==> config.mk <==
export PLATFORM = sky130hd
export DESIGN_NAME = uart_trx_fifo
export DESIGN_NICKNAME = d
export VERILOG_FILES = /design/src/rtl/uart_trx_fifo.sv
export SDC_FILE = /design/constraint.sdc
export NUM_CORES = 1
export LEC_CHECK = 0
export ABC_AREA = 1
export CAP_MARGIN = 0
export CORE_ASPECT_RATIO = 0.9
export CORE_UTILIZATION = 40
export CTS_CLUSTER_SIZE = 28
export DETAILED_ROUTE_END_ITERATION = 10
export GPL_TIMING_DRIVEN = 0
export PLACE_DENSITY_LB_ADDON = 0.08
export SLEW_MARGIN = 15
export SYNTH_ARGS = -nofsm -noshare
export SYNTH_HDL_FRONTEND = slang
export SYNTH_SLANG_ARGS = --single-unit
==> constraint.sdc <==
create_clock -name clk -period 2.8 [get_ports clk]
set_input_delay 0.28 -clock clk [delete_from_list [all_inputs] [get_ports clk]]
set_output_delay 0.28 -clock clk [all_outputs]
set_load 0.02 [all_outputs]
==> src/rtl/uart_trx_fifo.sv <==
// uart_trx_fifo: full-duplex UART (baud timing, TX serialiser, RX deserialiser)
// with a FIFO on each direction and valid/ready streams on the user side.
// Optional parity bit: define UART_PARITY_EN (default build has no parity).

// Circular-buffer FIFO with a combinational head (first-word fall-through).
module uart_trx_fifo_buf #(
  parameter int  W     = 8,
  parameter int  DEPTH = 16,
  localparam int AW    = $clog2(DEPTH),
  localparam int CW    = AW + 1
) (
  input  logic          clk,
  input  logic          rst_n,
  input  logic          i_push,
  input  logic [W-1:0]  i_data,
  input  logic          i_pop,
  output logic [W-1:0]  o_data,
  output logic [CW-1:0] o_count,
  output logic          o_full,
  output logic          o_empty
);
  logic [W-1:0]  r_mem [DEPTH];
  logic [AW-1:0] r_wr;
  logic [AW-1:0] r_rd;
  logic [CW-1:0] r_count;
  logic          w_push;
  logic          w_pop;

  assign o_full  = (r_count == CW'(DEPTH));
  assign o_empty = (r_count == '0);
  assign w_pop   = i_pop && !o_empty;
  // A push into a full buffer is still taken when the head leaves in the same cycle.
  assign w_push  = i_push && (!o_full || w_pop);
  assign o_count = r_count;
  assign o_data  = o_empty ? '0 : r_mem[r_rd];

  // storage write; no reset needed, the head is masked while empty
  always_ff @(posedge clk) begin
    if (w_push) r_mem[r_wr] <= i_data;
  end

  // pointers wrap naturally at DEPTH (power of two); count tracks occupancy
  always_ff @(posedge clk or negedge rst_n) begin
    if (!rst_n) begin
      r_wr    <= '0;
      r_rd    <= '0;
      r_count <= '0;
    end else begin
      if (w_push) r_wr <= r_wr + 1'b1;
      if (w_pop)  r_rd <= r_rd + 1'b1;
      case ({w_push, w_pop})
        2'b10:   r_count <= r_count + 1'b1;
        2'b01:   r_count <= r_count - 1'b1;
        default: r_count <= r_count;
      endcase
    end
  end
endmodule

module uart_trx_fifo #(
  parameter int  CLK_HZ     = 50000000,
  parameter int  BAUD       = 115200,
  parameter int  DATA_BITS  = 8,
  parameter int  STOP_BITS  = 1,
  parameter int  FIFO_DEPTH = 16,
  parameter int  PARITY_ODD = 0,
  localparam int CW         = $clog2(FIFO_DEPTH) + 1
) (
  input  logic                 clk,
  input  logic                 rst_n,
  input  logic                 rx,
  output logic                 tx,
  input  logic [DATA_BITS-1:0] tx_data,
  input  logic                 tx_valid,
  output logic                 tx_ready,
  output logic [DATA_BITS-1:0] rx_data,
  output logic                 rx_valid,
  input  logic                 rx_ready,
  output logic [CW-1:0]        tx_count,
  output logic [CW-1:0]        rx_count,
  output logic                 rx_overrun,
  output logic                 frame_err,
  output logic                 parity_err,
  input  logic                 err_clr
);
  localparam int CPB = CLK_HZ / BAUD;
  localparam int TCW = $clog2(STOP_BITS * CPB + 1);
  localparam int RCW = $clog2(CPB + 1);
  localparam int BW  = $clog2(DATA_BITS);

  typedef enum logic [2:0] {
    S_IDLE,
    S_START,
    S_DATA,
`ifdef UART_PARITY_EN
    S_PARITY,
`endif
    S_STOP
  } st_t;

  // ---------------- FIFOs ----------------
  logic [DATA_BITS-1:0] w_tx_head;
  logic                 w_tx_full;
  logic                 w_tx_empty;
  logic                 w_tx_pop;
  logic                 w_rx_full;
  logic                 w_rx_empty;
  logic                 w_rx_push;
  logic [DATA_BITS-1:0] r_rx_shift;

  assign tx_ready = !w_tx_full;
  assign rx_valid = !w_rx_empty;

  uart_trx_fifo_buf #(.W(DATA_BITS), .DEPTH(FIFO_DEPTH)) u_tx_fifo (
    .clk(clk), .rst_n(rst_n),
    .i_push(tx_valid && tx_ready), .i_data(tx_data), .i_pop(w_tx_pop),
    .o_data(w_tx_head), .o_count(tx_count), .o_full(w_tx_full), .o_empty(w_tx_empty)
  );

  uart_trx_fifo_buf #(.W(DATA_BITS), .DEPTH(FIFO_DEPTH)) u_rx_fifo (
    .clk(clk), .rst_n(rst_n),
    .i_push(w_rx_push), .i_data(r_rx_shift), .i_pop(rx_ready),
    .o_data(rx_data), .o_count(rx_count), .o_full(w_rx_full), .o_empty(w_rx_empty)
  );

  // ---------------- TX ----------------
  st_t                  r_tx_state, w_tx_state_n;
  logic [TCW-1:0]       r_tx_cnt, w_tx_cnt_n;
  logic [BW-1:0]        r_tx_bit, w_tx_bit_n;
  logic [DATA_BITS-1:0] r_tx_shift, w_tx_shift_n;
  logic                 r_tx, w_tx_line_n;
  logic                 w_tx_load;
`ifdef UART_PARITY_EN
  localparam logic P_ODD = (PARITY_ODD != 0);
  logic                 r_tx_par, w_tx_par_n;
`endif

  assign tx = r_tx;

  // TX state, counters and line register; reset forces the line idle at once
  always_ff @(posedge clk or negedge rst_n) begin
    if (!rst_n) begin
      r_tx_state <= S_IDLE;
      r_tx_cnt   <= '0;
      r_tx_bit   <= '0;
      r_tx_shift <= '0;
      r_tx       <= 1'b1;
    end else begin
      r_tx_state <= w_tx_state_n;
      r_tx_cnt   <= w_tx_cnt_n;
      r_tx_bit   <= w_tx_bit_n;
      r_tx_shift <= w_tx_shift_n;
      r_tx       <= w_tx_line_n;
    end
  end

  // TX next state; the line is derived from the next state so it is registered
  always_comb begin
    w_tx_state_n = r_tx_state;
    w_tx_cnt_n   = r_tx_cnt + 1'b1;
    w_tx_bit_n   = r_tx_bit;
    w_tx_shift_n = r_tx_shift;
    w_tx_load    = 1'b0;
`ifdef UART_PARITY_EN
    w_tx_par_n   = r_tx_par;
`endif
    case (r_tx_state)
      S_IDLE: begin
        w_tx_cnt_n = '0;
        if (!w_tx_empty) w_tx_load = 1'b1;
      end
      S_START: begin
        if (r_tx_cnt == TCW'(CPB - 1)) begin
          w_tx_cnt_n   = '0;
          w_tx_bit_n   = '0;
          w_tx_state_n = S_DATA;
        end
      end
      S_DATA: begin
        if (r_tx_cnt == TCW'(CPB - 1)) begin
          w_tx_cnt_n   = '0;
          w_tx_shift_n = {1'b0, r_tx_shift[DATA_BITS-1:1]};
          if (r_tx_bit == BW'(DATA_BITS - 1)) begin
`ifdef UART_PARITY_EN
            w_tx_state_n = S_PARITY;
`else
            w_tx_state_n = S_STOP;
`endif
          end else begin
            w_tx_bit_n = r_tx_bit + 1'b1;
          end
        end
      end
`ifdef UART_PARITY_EN
      S_PARITY: begin
        if (r_tx_cnt == TCW'(CPB - 1)) begin
          w_tx_cnt_n   = '0;
          w_tx_state_n = S_STOP;
        end
      end
`endif
      S_STOP: begin
        // back-to-back: next byte starts right after the last stop cycle
        if (r_tx_cnt == TCW'(STOP_BITS * CPB - 1)) begin
          w_tx_cnt_n   = '0;
          w_tx_state_n = S_IDLE;
          if (!w_tx_empty) w_tx_load = 1'b1;
        end
      end
      default: begin
        w_tx_cnt_n   = '0;
        w_tx_state_n = S_IDLE;
      end
    endcase
    if (w_tx_load) begin
      w_tx_state_n = S_START;
      w_tx_shift_n = w_tx_head;
`ifdef UART_PARITY_EN
      w_tx_par_n   = (^w_tx_head) ^ P_ODD;
`endif
    end
    case (w_tx_state_n)
      S_START:  w_tx_line_n = 1'b0;
      S_DATA:   w_tx_line_n = w_tx_shift_n[0];
`ifdef UART_PARITY_EN
      S_PARITY: w_tx_line_n = w_tx_par_n;
`endif
      default:  w_tx_line_n = 1'b1;
    endcase
  end

  assign w_tx_pop = w_tx_load;

  // ---------------- RX ----------------
  logic                 r_rx_s1, r_rx_s2, r_rx_prev;
  st_t                  r_rx_state, w_rx_state_n;
  logic [RCW-1:0]       r_rx_cnt, w_rx_cnt_n;
  logic [BW-1:0]        r_rx_bit, w_rx_bit_n;
  logic [DATA_BITS-1:0] w_rx_shift_n;
  logic                 r_rx_brk, w_rx_brk_n;
  logic                 w_ferr_set;
  logic                 w_ovr_set;
  logic                 r_ovr, r_ferr;
`ifdef UART_PARITY_EN
  logic                 r_rx_pbad, w_rx_pbad_n;
  logic                 w_perr_set;
  logic                 r_perr;
`endif

  // two-flop synchroniser plus one delayed copy for falling-edge detection
  always_ff @(posedge clk or negedge rst_n) begin
    if (!rst_n) begin
      r_rx_s1   <= 1'b1;
      r_rx_s2   <= 1'b1;
      r_rx_prev <= 1'b1;
    end else begin
      r_rx_s1   <= rx;
      r_rx_s2   <= r_rx_s1;
      r_rx_prev <= r_rx_s2;
    end
  end

  // RX state and sample registers
  always_ff @(posedge clk or negedge rst_n) begin
    if (!rst_n) begin
      r_rx_state <= S_IDLE;
      r_rx_cnt   <= '0;
      r_rx_bit   <= '0;
      r_rx_shift <= '0;
      r_rx_brk   <= 1'b0;
    end else begin
      r_rx_state <= w_rx_state_n;
      r_rx_cnt   <= w_rx_cnt_n;
      r_rx_bit   <= w_rx_bit_n;
      r_rx_shift <= w_rx_shift_n;
      r_rx_brk   <= w_rx_brk_n;
    end
  end

  // RX next state; every bit is sampled mid-cell, push happens at mid-stop
  always_comb begin
    w_rx_state_n = r_rx_state;
    w_rx_cnt_n   = r_rx_cnt + 1'b1;
    w_rx_bit_n   = r_rx_bit;
    w_rx_shift_n = r_rx_shift;
    w_rx_brk_n   = r_rx_brk;
    w_rx_push    = 1'b0;
    w_ferr_set   = 1'b0;
`ifdef UART_PARITY_EN
    w_rx_pbad_n  = r_rx_pbad;
    w_perr_set   = 1'b0;
`endif
    case (r_rx_state)
      S_IDLE: begin
        w_rx_cnt_n = '0;
        if (r_rx_prev && !r_rx_s2) w_rx_state_n = S_START;
      end
      S_START: begin
        // a start bit that is high again at half-cell was a glitch
        if (r_rx_cnt == RCW'(CPB / 2 - 1)) begin
          w_rx_cnt_n   = '0;
          w_rx_bit_n   = '0;
          w_rx_state_n = r_rx_s2 ? S_IDLE : S_DATA;
        end
      end
      S_DATA: begin
        if (r_rx_cnt == RCW'(CPB - 1)) begin
          w_rx_cnt_n   = '0;
          w_rx_shift_n = {r_rx_s2, r_rx_shift[DATA_BITS-1:1]};
          if (r_rx_bit == BW'(DATA_BITS - 1)) begin
`ifdef UART_PARITY_EN
            w_rx_state_n = S_PARITY;
`else
            w_rx_state_n = S_STOP;
`endif
          end else begin
            w_rx_bit_n = r_rx_bit + 1'b1;
          end
        end
      end
`ifdef UART_PARITY_EN
      S_PARITY: begin
        if (r_rx_cnt == RCW'(CPB - 1)) begin
          w_rx_cnt_n   = '0;
          w_rx_pbad_n  = r_rx_s2 ^ (^r_rx_shift) ^ P_ODD;
          w_perr_set   = w_rx_pbad_n;
          w_rx_state_n = S_STOP;
        end
      end
`endif
      S_STOP: begin
        if (r_rx_brk) begin
          // after a framing error, hold off until the line is idle again
          w_rx_cnt_n = '0;
          if (r_rx_s2) begin
            w_rx_brk_n   = 1'b0;
            w_rx_state_n = S_IDLE;
          end
        end else if (r_rx_cnt == RCW'(CPB - 1)) begin
          w_rx_cnt_n = '0;
          if (r_rx_s2) begin
            w_rx_state_n = S_IDLE;
`ifdef UART_PARITY_EN
            w_rx_push    = !r_rx_pbad;
`else
            w_rx_push    = 1'b1;
`endif
          end else begin
            w_ferr_set = 1'b1;
            w_rx_brk_n = 1'b1;
          end
        end
      end
      default: begin
        w_rx_cnt_n   = '0;
        w_rx_state_n = S_IDLE;
      end
    endcase
  end

  // a frame arriving into a full FIFO is dropped unless the user pops that cycle
  assign w_ovr_set = w_rx_push && w_rx_full && !rx_ready;

  // sticky error flags; a set in the same cycle as err_clr wins
  always_ff @(posedge clk or negedge rst_n) begin
    if (!rst_n) begin
      r_ovr  <= 1'b0;
      r_ferr <= 1'b0;
    end else begin
      r_ovr  <= w_ovr_set  || (r_ovr  && !err_clr);
      r_ferr <= w_ferr_set || (r_ferr && !err_clr);
    end
  end

  assign rx_overrun = r_ovr;
  assign frame_err  = r_ferr;

`ifdef UART_PARITY_EN
  // parity registers: TX parity bit, RX mismatch latch and sticky parity flag
  always_ff @(posedge clk or negedge rst_n) begin
    if (!rst_n) begin
      r_tx_par  <= 1'b0;
      r_rx_pbad <= 1'b0;
      r_perr    <= 1'b0;
    end else begin
      r_tx_par  <= w_tx_par_n;
      r_rx_pbad <= w_rx_pbad_n;
      r_perr    <= w_perr_set || (r_perr && !err_clr);
    end
  end

  assign parity_err = r_perr;
`else
  assign parity_err = 1'b0;
`endif
endmodule

==> out/results.txt, run 1 <==
Most common cell after layout, fill and taps aside - nand2_1
Global route overflow - 0
EDFF count, synth - 256
Hpwl dp - 23800 um
Syn_area_per_cell - 10.8 um2
Post-Route Utilization - 47.1%
Total negative setup slack - 0 ns
Met3 WL - 1910 um
Logic pwr share - 33.1%
Max clock buf depth - 3
I/O pins - 38
Outcome - finished, final reports clean
Post-synth top area share - 52.8%
Switching Fraction - 36.4%
Fill count - 3381
Most frequent cells in the layout - nand2_1 (296), edfxtp_1 (256), nor2_1 (201)
Pint - 10.3 mW
Mapped cell area - 0.0146 mm2
Cell Pwr Density - 966 mW/mm2
Skew final - 0.0219 ns
Final setup vio count - 0
Ys flop type - edfxtp_1
Tmin final - 2.71 ns
Clock Sinks - 334
Area growth, synth to finish - 14.8%
Htree depth - 2
Worst slew pin tran - 0.910 ns
Max Clock Freq - 0.368 GHz
CP max FO - 10
Seq pwr share - 37.8%
RSZ-0062 raised after global routing - no
CP endpoint kind - output port
Fin. max-slew vios - 0
DRT iter0 DRCs - 724
Row cnt - 65
Via density - 5.03
Clock share of power - 29.1%
Critical path startpoint category - flop
Share of layout cells above drive strength 1 - 10.6%
Register bit total from synthesis - 334
Drt drc - 0
Largest net degree at the start of global routing - 46
Rel. slew slack - 39.1%
Lkg Pwr - 6.71 nW
Ys async rst share - 23.4%
VDD IR max - 0.630 mV
Distinct cells, synth - 50
Total GRT Usage - 19.7%
DIE AREA - 0.0372 mm2
DIE WIDTH - 203 um
WP data arrival - 2.43 ns
Largest area contributor in the netlist - edfxtp_1
DRT Pass-1 Iters - 5
CP required - 2.52 ns
PnR Total Power - 16.1 mW
Worst skew pair latency - 0.53 ns
Root buf cell - clkbuf_16
Fin crit share - 96.9%
Met2 WL - 15500 um
Max Used Layer - met4
Number of port buffers - 36
Max cap viols - 0
Initial Utilization - 41.1%
Final hold vios - 0
Core Area - 0.0355 mm2
Nets - 1467
Routability congestion estimate - 0.862
Synth top area cells - edfxtp_1 (53%), dfrtp_1 (13%), nand2_1 (7.6%), nor2_1 (5.2%), nand3_1 (3.9%)
Initial antenna violation count - 1
N_diodes - 0
Routed vias - 9678
First-pass GRT wire length - 55200 um
Mapped Cells - 1347
Sequential-to-total area share from yosys stat - 66.3%
Kind of critical path - flop to output port
Met1 wire length - 17300 um
Ys Warns - 0
Post-Route WL - 35200 um
Clock buffer count from CTS - 37
Hold crit path type - primary input to flop
CTS clk-pin slew, worst paths - 0.06 ns
Die span in y - 183 um
Sw power - 5.88 mW
Avg WL per Cell - 18.3 um
CTS tree - done
Antenna Nets Post-Route - 0
Number of global-route vias before repair - 9367
-- metal layers --
layer | vias up | track usage [%]
met1 | 4698 | 29.4
met4 | 0 | 4.60
met2 | 200 | 29.7
met3 | 46 | 3.54
met5 | - | 0
li1 | 4734 | -
-- state kept, by name (all words and copies together) (netlist names) --
| name | cells |
|---|---|
| u_tx_fifo.r_wr | 4 |
| r_tx_shift | 8 |
| r_rx_state | 2 |
| r_rx_bit | 3 |
| r_rx_cnt | 9 |
| r_rx_shift | 8 |
| r_rx_brk | 1 |
| u_tx_fifo.r_rd | 4 |
| u_rx_fifo.o_count | 5 |
| u_rx_fifo.r_mem | 128 |
| u_rx_fifo.r_rd | 4 |
| u_rx_fifo.r_wr | 4 |
| r_rx_s1 | 1 |
| r_tx_state | 3 |
| u_tx_fifo.r_mem | 128 |
| r_rx_s2 | 1 |
| r_tx_bit | 3 |
| r_rx_prev | 1 |
| rx_overrun | 1 |
| r_tx_cnt | 9 |
| tx | 1 |
| u_tx_fifo.o_count | 5 |
| frame_err | 1 |
-- path summary, 6_finish.rpt --
check / startpoint / end / slack [ns] / cells past startpoint
worst min-delay path: rx / r_rx_s1$_DFF_PN1_ / 0.15 / 1
worst max register to register: r_rx_cnt[1]$_DFF_PN0_ / u_rx_fifo.r_mem[4][7]$_DFFE_PP_ / 0.26 / 10
worst max-delay path: u_rx_fifo.r_rd[0]$_DFFE_PN0P_ / rx_data[0] / 0.09 / 9
min in group asynchronous: rst_n / r_rx_cnt[2]$_DFF_PN0_ / 0.31 / 2
max in group asynchronous: rst_n / tx$_DFF_PN1_ / 1.81 / 3
worst min register to register: r_rx_s1$_DFF_PN1_ / r_rx_s2$_DFF_PN1_ / 0.36 / 0
-- repair_timing --
item                                    4_1_cts  5_1_grt
cloned                                        0        0
hold buffers                                  1        0
setup buffers                                 0        1
endpoints found under the setup margin        8        9
pin swaps                                     0        2
resized for setup                            21       24
hold endpoints to repair                     41        0
-- critical path, stage by stage, from the launching register on --
cell and delay [ns]:
dfrtp_2 0.42, buf_4 0.21, buf_4 0.20, nand2_1 0.06, nand3_1 0.10, nand2_1 0.16
a21oi_1 0.24, o31ai_1 0.11, a21oi_1 0.15, clkdlybuf4s15_2 0.27
-- power groups by stage --
stage	clock network, mW	registers [mW]	logic [mW]
after floorplan	0	6.21	3.38
final	4.69	6.10	5.35
after global routing	4.98	6.16	5.97
after detailed placement	0	6.20	5.36
after CTS	4.80	6.10	5.36
after global placement	0	6.19	5.33
-- cell type report --
type / instances / area (um2) / area share, %
sequential: 334 / 9650 / 57.7
multi-input combinational: 878 / 4330 / 25.9
clock buffer: 51 / 1020 / 6.11
tap: 469 / 587 / 3.51
timing repair buffer: 39 / 364 / 2.18
inverter: 84 / 318 / 1.90
buffer: 52 / 314 / 1.88
clock inverter: 17 / 138 / 0.823
-- synthesized netlist by cell type (2+ instances only) --
master / instances
nand3_1: 114
buf_4: 8
nor2_1: 201
xor2_1: 23
o21ai_0: 74
buf_6: 2
buf_2: 24
nand4_1: 4
o31ai_1: 17
clkinv_1: 3
dfrtp_1: 74
a21oi_1: 49
a31oi_1: 3
and3_1: 2
edfxtp_1: 256
o21ai_1: 8
nor2_4: 3
nor3_2: 2
nand2_2: 12
xnor2_1: 6
ha_1: 26
clkbuf_1: 15
nand2_1: 296
inv_1: 72
nand3_2: 4
o211ai_1: 4
nor2_2: 7
inv_2: 8
o21bai_1: 3
dfstp_2: 4
nand2_4: 2
nor3_1: 3
-- through the flow --
stage | hold WS, ns | worst slack, ns | area [um2] | cells
floorplan | -0.0156 | 0.416 | 14600 | 1348
CTS | 0.124 | 0.00544 | 16700 | 1923
detailed placement | 0.347 | 0.102 | 15500 | 1854
global route | 0.136 | 0.00806 | 16700 | 1924
finish | 0.150 | 0.0861 | 16700 | 1924
global placement | 0.347 | -1.70 | 15500 | 1853
-- cell families (layout without fill, tap and decap cells) --
kind of cell	Yosys count	after routing	share of synthesized area, %
buffers and inverters	136	243	4.16
AOI/OAI and AO/OA	165	165	6.27
muxes	1	1	0.0774
other	1	2	0.0258
DFF	334	334	66.3
adders and majority gates	27	27	2.37
and+or+nand+nor	653	653	19.0
xor gates and xnor gates	30	30	1.86
(Power assumes the default switching activity.)
==> inputs of run 2 (changes only) <==
Clock period 2.8 ns to 3.3 ns, I/O delays scaled along.
==> out/results.txt, run 2 (synthesis gave the netlist of run 1 again) <==
Post-CTS setup repair buffer count - 0 (unchanged)
Drt drc - 0 (unchanged)
Total negative setup slack - 0 ns (unchanged)
Final hold vios - 0 (unchanged)
CP endpoint kind - output port
Most common cell after layout, fill and taps aside - nand2_1
Largest net degree at the start of global routing - 46 (unchanged)
Final setup vio count - 0 (unchanged)
CP max FO - 10 (unchanged)
Global route overflow - 0 (unchanged)
N_diodes - 0 (unchanged)
Initial antenna violation count - 1 (unchanged)
DRT iter0 DRCs - 700 (-3.3%)
RSZ-0062 raised after global routing - no
Avg WL per Cell - 18.3 um (about the same)
Outcome - finished, final reports clean
CP required - 2.97 ns (+0.45 ns)
First-pass GRT wire length - 55100 um (about the same)
Nets - 1466 (-0.068%)
Clock Sinks - 334 (unchanged)
DRT Pass-1 Iters - 5 (unchanged)
PnR Total Power - 13.7 mW (-15%)
Row cnt - 65 (unchanged)
Routed vias - 9605 (-0.75%)
Crit-path cells - clkbuf_4 > buf_4 > nand2_1 > nand3_1 > nand2_1 > a21oi_1 > o31ai_1 > a21oi_1 > clkdlybuf4s50_1
Cell Pwr Density - 820 mW/mm2 (-15%)
Routability congestion estimate - 0.862 (unchanged)
Tmin final - 3.13 ns
Max cap viols - 0 (unchanged)
Hpwl dp - 23800 um (unchanged)
I/O pins - 38 (unchanged)
Post-Route Utilization - 47.1% (unchanged)
Slowest stage delay, CP - 0.62 ns (+0.20 ns)
Max Clock Freq - 0.319 GHz
Core Area - 0.0355 mm2 (unchanged)
Fin area - 0.0167 mm2 (unchanged)
Die span in y - 183 um (unchanged)
Hold crit path type - primary input to flop
Worst slew pin tran - 0.889 ns (-0.0209 ns)
Max clock buf depth - 3 (unchanged)
Most frequent cells in the layout - nand2_1 (296), edfxtp_1 (256), nor2_1 (201)
Htree depth - 2 (unchanged)
Number of global-route vias before repair - 9369 (+0.021%)
Fin crit share - 95.0%
Worst skew pair latency - 0.53 ns (about the same)
DIE WIDTH - 203 um (unchanged)
DIE AREA - 0.0372 mm2 (unchanged)
Post-Route WL - 35200 um (-0.12%)
Total GRT Usage - 19.7% (about the same)
Lkg Pwr - 6.76 nW (+0.81%)
WP data arrival - 2.80 ns (+0.37 ns)
Via density - 4.99 (-0.70%)
Kind of critical path - flop to output port
Clock buffer count from CTS - 37 (unchanged)
Critical path startpoint category - flop
CTS clk-pin slew, worst paths - 0.06 ns (about the same)
Slowest stage cell, crit path - clkdlybuf4s50_1
VDD IR max - 0.534 mV (-15%)
Share of layout cells above drive strength 1 - 9.42% (-1.2 points)
Biggest regs - u_rx_fifo.r_mem (128), u_tx_fifo.r_mem (128)
Number of port buffers - 36 (unchanged)
Skew final - 0.0205 ns (-0.00139 ns)
Area growth, synth to finish - 14.8% (unchanged)
Antenna Nets Post-Route - 0 (unchanged)
CTS tree - done
Root buf cell - clkbuf_16
Fin. max-slew vios - 0 (unchanged)
Initial Utilization - 41.1% (unchanged)
Rel. slew slack - 40.5% (+1.4 points)
Placed cell area - 0.0155 mm2 (unchanged)
-- run 2: cell types whose count changed in the layout (fill, tap and decap cells not counted), sizes merged --
cell           previous run  this run
clkdlybuf4s15             1         0
buf                      40        36
clkdlybuf4s50            27        29
clkbuf                   73        69
dlymetal6s2s              0         6
-- run 2: report_power, final --
group | total [mW] | switching [mW] | internal, mW | leakage [nW]
Sequential | 5.17 | 0.254 | 4.92 | 3.64
Clock | 3.98 | 1.66 | 2.33 | 0.555
Combinational | 4.55 | 3.06 | 1.49 | 2.57
Total | 13.7 | 4.97 | 8.73 | 6.76
-- run 2: area by class of cell --
type,instances,area (um2)
flip-flops and latches,334,9640
plain buffers,52,294
well taps,469,587
fillers,3371,18700
repair buffers,38,403
inverters,84,318
multi-input cells,878,4310
clock inverters,17,138
clock buffers,51,1020
-- run 2: worst max-delay path: cells and delay by family (launching register included) --
kind | cells | cell delay [ns]
and+or+nand+nor | 3 | 0.28
buffers and inverters | 3 | 1.08
AOI/OAI and AO/OA | 3 | 0.49
DFF | 1 | 0.43
-- run 2: per-layer routing --
layer  global-route usage (%)  part of all wire, %
met5                        0                    0
met4                     4.60                  1.5
met3                     3.75                  5.5
met2                     29.7                   44
met1                     29.3                   49
-- run 2: path summary, 6_finish.rpt --
| check | from | endpoint | slack (ns) | cells past startpoint |
|---|---|---|---|---|
| worst min register to register | r_rx_s1$_DFF_PN1_ | r_rx_s2$_DFF_PN1_ | 0.36 | 0 |
| worst max register to register | r_tx_cnt[1]$_DFF_PN0_ | u_tx_fifo.o_count[4]$_DFFE_PN0P_ | 0.63 | 18 |
| worst min-delay path | rx | r_rx_s1$_DFF_PN1_ | 0.20 | 1 |
| worst max-delay path | u_rx_fifo.r_rd[0]$_DFFE_PN0P_ | rx_data[2] | 0.17 | 9 |
| max in group asynchronous | rst_n | tx$_DFF_PN1_ | 2.26 | 3 |
| min in group asynchronous | rst_n | r_rx_cnt[2]$_DFF_PN0_ | 0.36 | 2 |
-- run 2: per-stage QoR --
stage / hold WS, ns / std cells / setup slack (ns)
2_1_floorplan: 0.0344 / 1348 / 0.916
3_3_place_gp: 0.347 / 1853 / -1.25
3_5_place_dp: 0.350 / 1854 / 0.602
4_1_cts: 0.174 / 1923 / 0.0624
5_1_grt: 0.186 / 1923 / 0.0345
6_report: 0.200 / 1923 / 0.166
-- run 2: what timing repair did --
action,4_1_cts,5_1_grt
endpoints found under the setup margin,0,8
resized for setup,0,10
hold buffers,1,0
endpoints found under the hold margin,41,0
==> inputs of run 3 (changes only) <==
Settings changed: CORE_UTILIZATION 40 to 55, GPL_ROUTABILITY_DRIVEN from default to 0.
==> out/results.txt, run 3 (synthesis gave the netlist of run 1 again) <==
CTS tree - done
DIE WIDTH - 173 um (-15%)
Biggest regs - u_rx_fifo.r_mem (128), u_tx_fifo.r_mem (128)
DIE AREA - 0.0271 mm2 (-27%)
Clock buffer count from CTS - 36 (-2.7%)
Nets - 1465 (-0.068%)
Share of layout cells above drive strength 1 - 9.44% (+0.013 points)
Max Clock Freq - 0.318 GHz (-0.18%)
Post-CTS setup repair buffer count - 0 (unchanged)
Number of global-route vias before repair - 9020 (-3.7%)
Worst skew pair latency - 0.51 ns (-0.02 ns)
Largest net degree at the start of global routing - 45 (-2.2%)
Slowest stage cell, crit path - clkdlybuf4s50_1
Final hold vios - 0 (unchanged)
I/O pins - 38 (unchanged)
CP endpoint kind - output port
Row cnt - 56 (-14%)
Cell Pwr Density - 808 mW/mm2 (-1.4%)
Hpwl dp - 21400 um (-9.9%)
Post-Place Cells - 1733 (-6.5%)
Lkg Pwr - 6.69 nW (-1.0%)
Clock Sinks - 334 (unchanged)
Slowest stage delay, CP - 0.62 ns (about the same)
Layout Cells excl Fill - 1800 (-6.4%)
Fin. max-slew vios - 0 (unchanged)
N_diodes - 0 (unchanged)
Tmin final - 3.14 ns (+0.00568 ns)
Avg WL per Cell - 17.7 um (-3.2%)
Fin crit share - 95.1% (+0.17 points)
Worst hold slack - 0.221 ns (+0.0201 ns)
Max cap viols - 0 (unchanged)
CP required - 2.97 ns (about the same)
Via density - 5.33 (+6.8%)
CP max FO - 10 (unchanged)
Total GRT Usage - 24.1% (+4.4 points)
CTS clk-pin slew, worst paths - 0.06 ns (about the same)
First-pass GRT wire length - 49700 um (-9.9%)
Most common cell after layout, fill and taps aside - nand2_1
Antenna Nets Post-Route - 0 (unchanged)
DRT Pass-1 Iters - 7 (+2)
Post-Route WL - 31900 um (-9.4%)
VDD IR max - 0.590 mV (+11%)
Post-Route Utilization - 63.5% (+16 points)
Initial antenna violation count - 0 (-1)
DRT iter0 DRCs - 643 (-8.1%)
Die span in y - 156 um (-15%)
Final setup vio count - 0 (unchanged)
Placed cell area - 0.0154 mm2 (-0.93%)
Drt drc - 0 (unchanged)
Rel. slew slack - 45.8% (+5.4 points)
Routed vias - 9601 (-0.042%)
Total negative setup slack - 0 ns (unchanged)
CP top delay family - buffers and inverters
Skew final - 0.0152 ns (-0.00532 ns)
Global route overflow - 0 (unchanged)
Outcome - finished, final reports clean
Fin area - 0.0165 mm2 (-1.3%)
Crit-path cells - inv_1 > buf_4 > buf_2 > nand2_1 > nand3_1 > nand2_1 > a21oi_1 > o31ai_1 > a21oi_1 > clkdlybuf4s50_1
Kind of critical path - flop to output port
Initial Utilization - 56.0% (+15 points)
Core Area - 0.0260 mm2 (-27%)
Worst slew pin tran - 0.809 ns (-0.0800 ns)
Most frequent cells in the layout - nand2_1 (296), edfxtp_1 (256), nor2_1 (201)
Area growth, synth to finish - 13.4%
Critical path startpoint category - flop
Htree depth - 2 (unchanged)
WP data arrival - 2.81 ns (about the same)
Root buf cell - clkbuf_16
Number of port buffers - 36 (unchanged)
Hold crit path type - primary input to flop
Buffers & Inverters on Critical Path - 4 (+1)
Max clock buf depth - 3 (unchanged)
RSZ-0062 raised after global routing - no
run 3: cell count changes in the layout (fill, tap and decap cells not counted), moves of 4 or more:
cell / change
dlymetal6s2s_1: -4
clkdlybuf4s50_1: +4
clkinv_1: -6
clkbuf_1: +4
clkbuf_8: +4
run 3: cell type report:
cell class                      count  area, um2
Clock buffer                       57       1040
Timing Repair Buffer               38        400
Clock inverter                      9       57.6
Multi-Input combinational cell    878       4310
Buffer                             52        294
Fill cell                        2090       9490
Inverter                           84        318
Tap cell                          348        435
Sequential cell                   334       9640
run 3: what timing repair did:
| item | in CTS | in global routing |
|---|---|---|
| hold buffers | 1 | 0 |
| endpoints found under the setup margin | 0 | 7 |
| gates resized for setup | 0 | 6 |
| hold endpoints to repair | 34 | 0 |
run 3: routing by layer:
layer  up-vias  global-route usage, %  share of wire, %
met3        70                   2.82               4.6
li1       4728                      -                 -
met4         0                   8.39               3.0
met5         -                      0                 0
met2       245                   41.1                49
met1      4558                   32.2                43
run 3: worst paths after layout:
path	startpoint	endpoint	slack, ns	depth (start not counted)
setup / recovery	u_rx_fifo.r_rd[0]$_DFFE_PN0P_	rx_data[0]	0.16	10
hold / removal	rx	r_rx_s1$_DFF_PN1_	0.22	1
setup reg to reg	r_tx_cnt[1]$_DFF_PN0_	u_tx_fifo.o_count[4]$_DFFE_PN0P_	0.66	18
hold reg to reg	r_rx_s1$_DFF_PN1_	r_rx_s2$_DFF_PN1_	0.36	0
max in group asynchronous	rst_n	tx$_DFF_PN1_	2.29	3
min in group asynchronous	rst_n	u_rx_fifo.o_count[3]$_DFFE_PN0P_	0.34	2
run 3: through the flow:
step | setup slack (ns) | total power [mW]
final | 0.160 | 13.3
after global routing | 0.00535 | 14.1
after CTS | 0.0891 | 13.4
after detailed placement | 0.637 | 9.65
after global placement | -1.04 | 9.59
after floorplan | 0.916 | 8.14
run 3: power breakdown:
part | switching [mW] | total (mW) | internal (mW)
Clock | 1.57 | 3.74 | 2.18
Sequential | 0.251 | 5.17 | 4.92
Combinational | 2.93 | 4.43 | 1.50
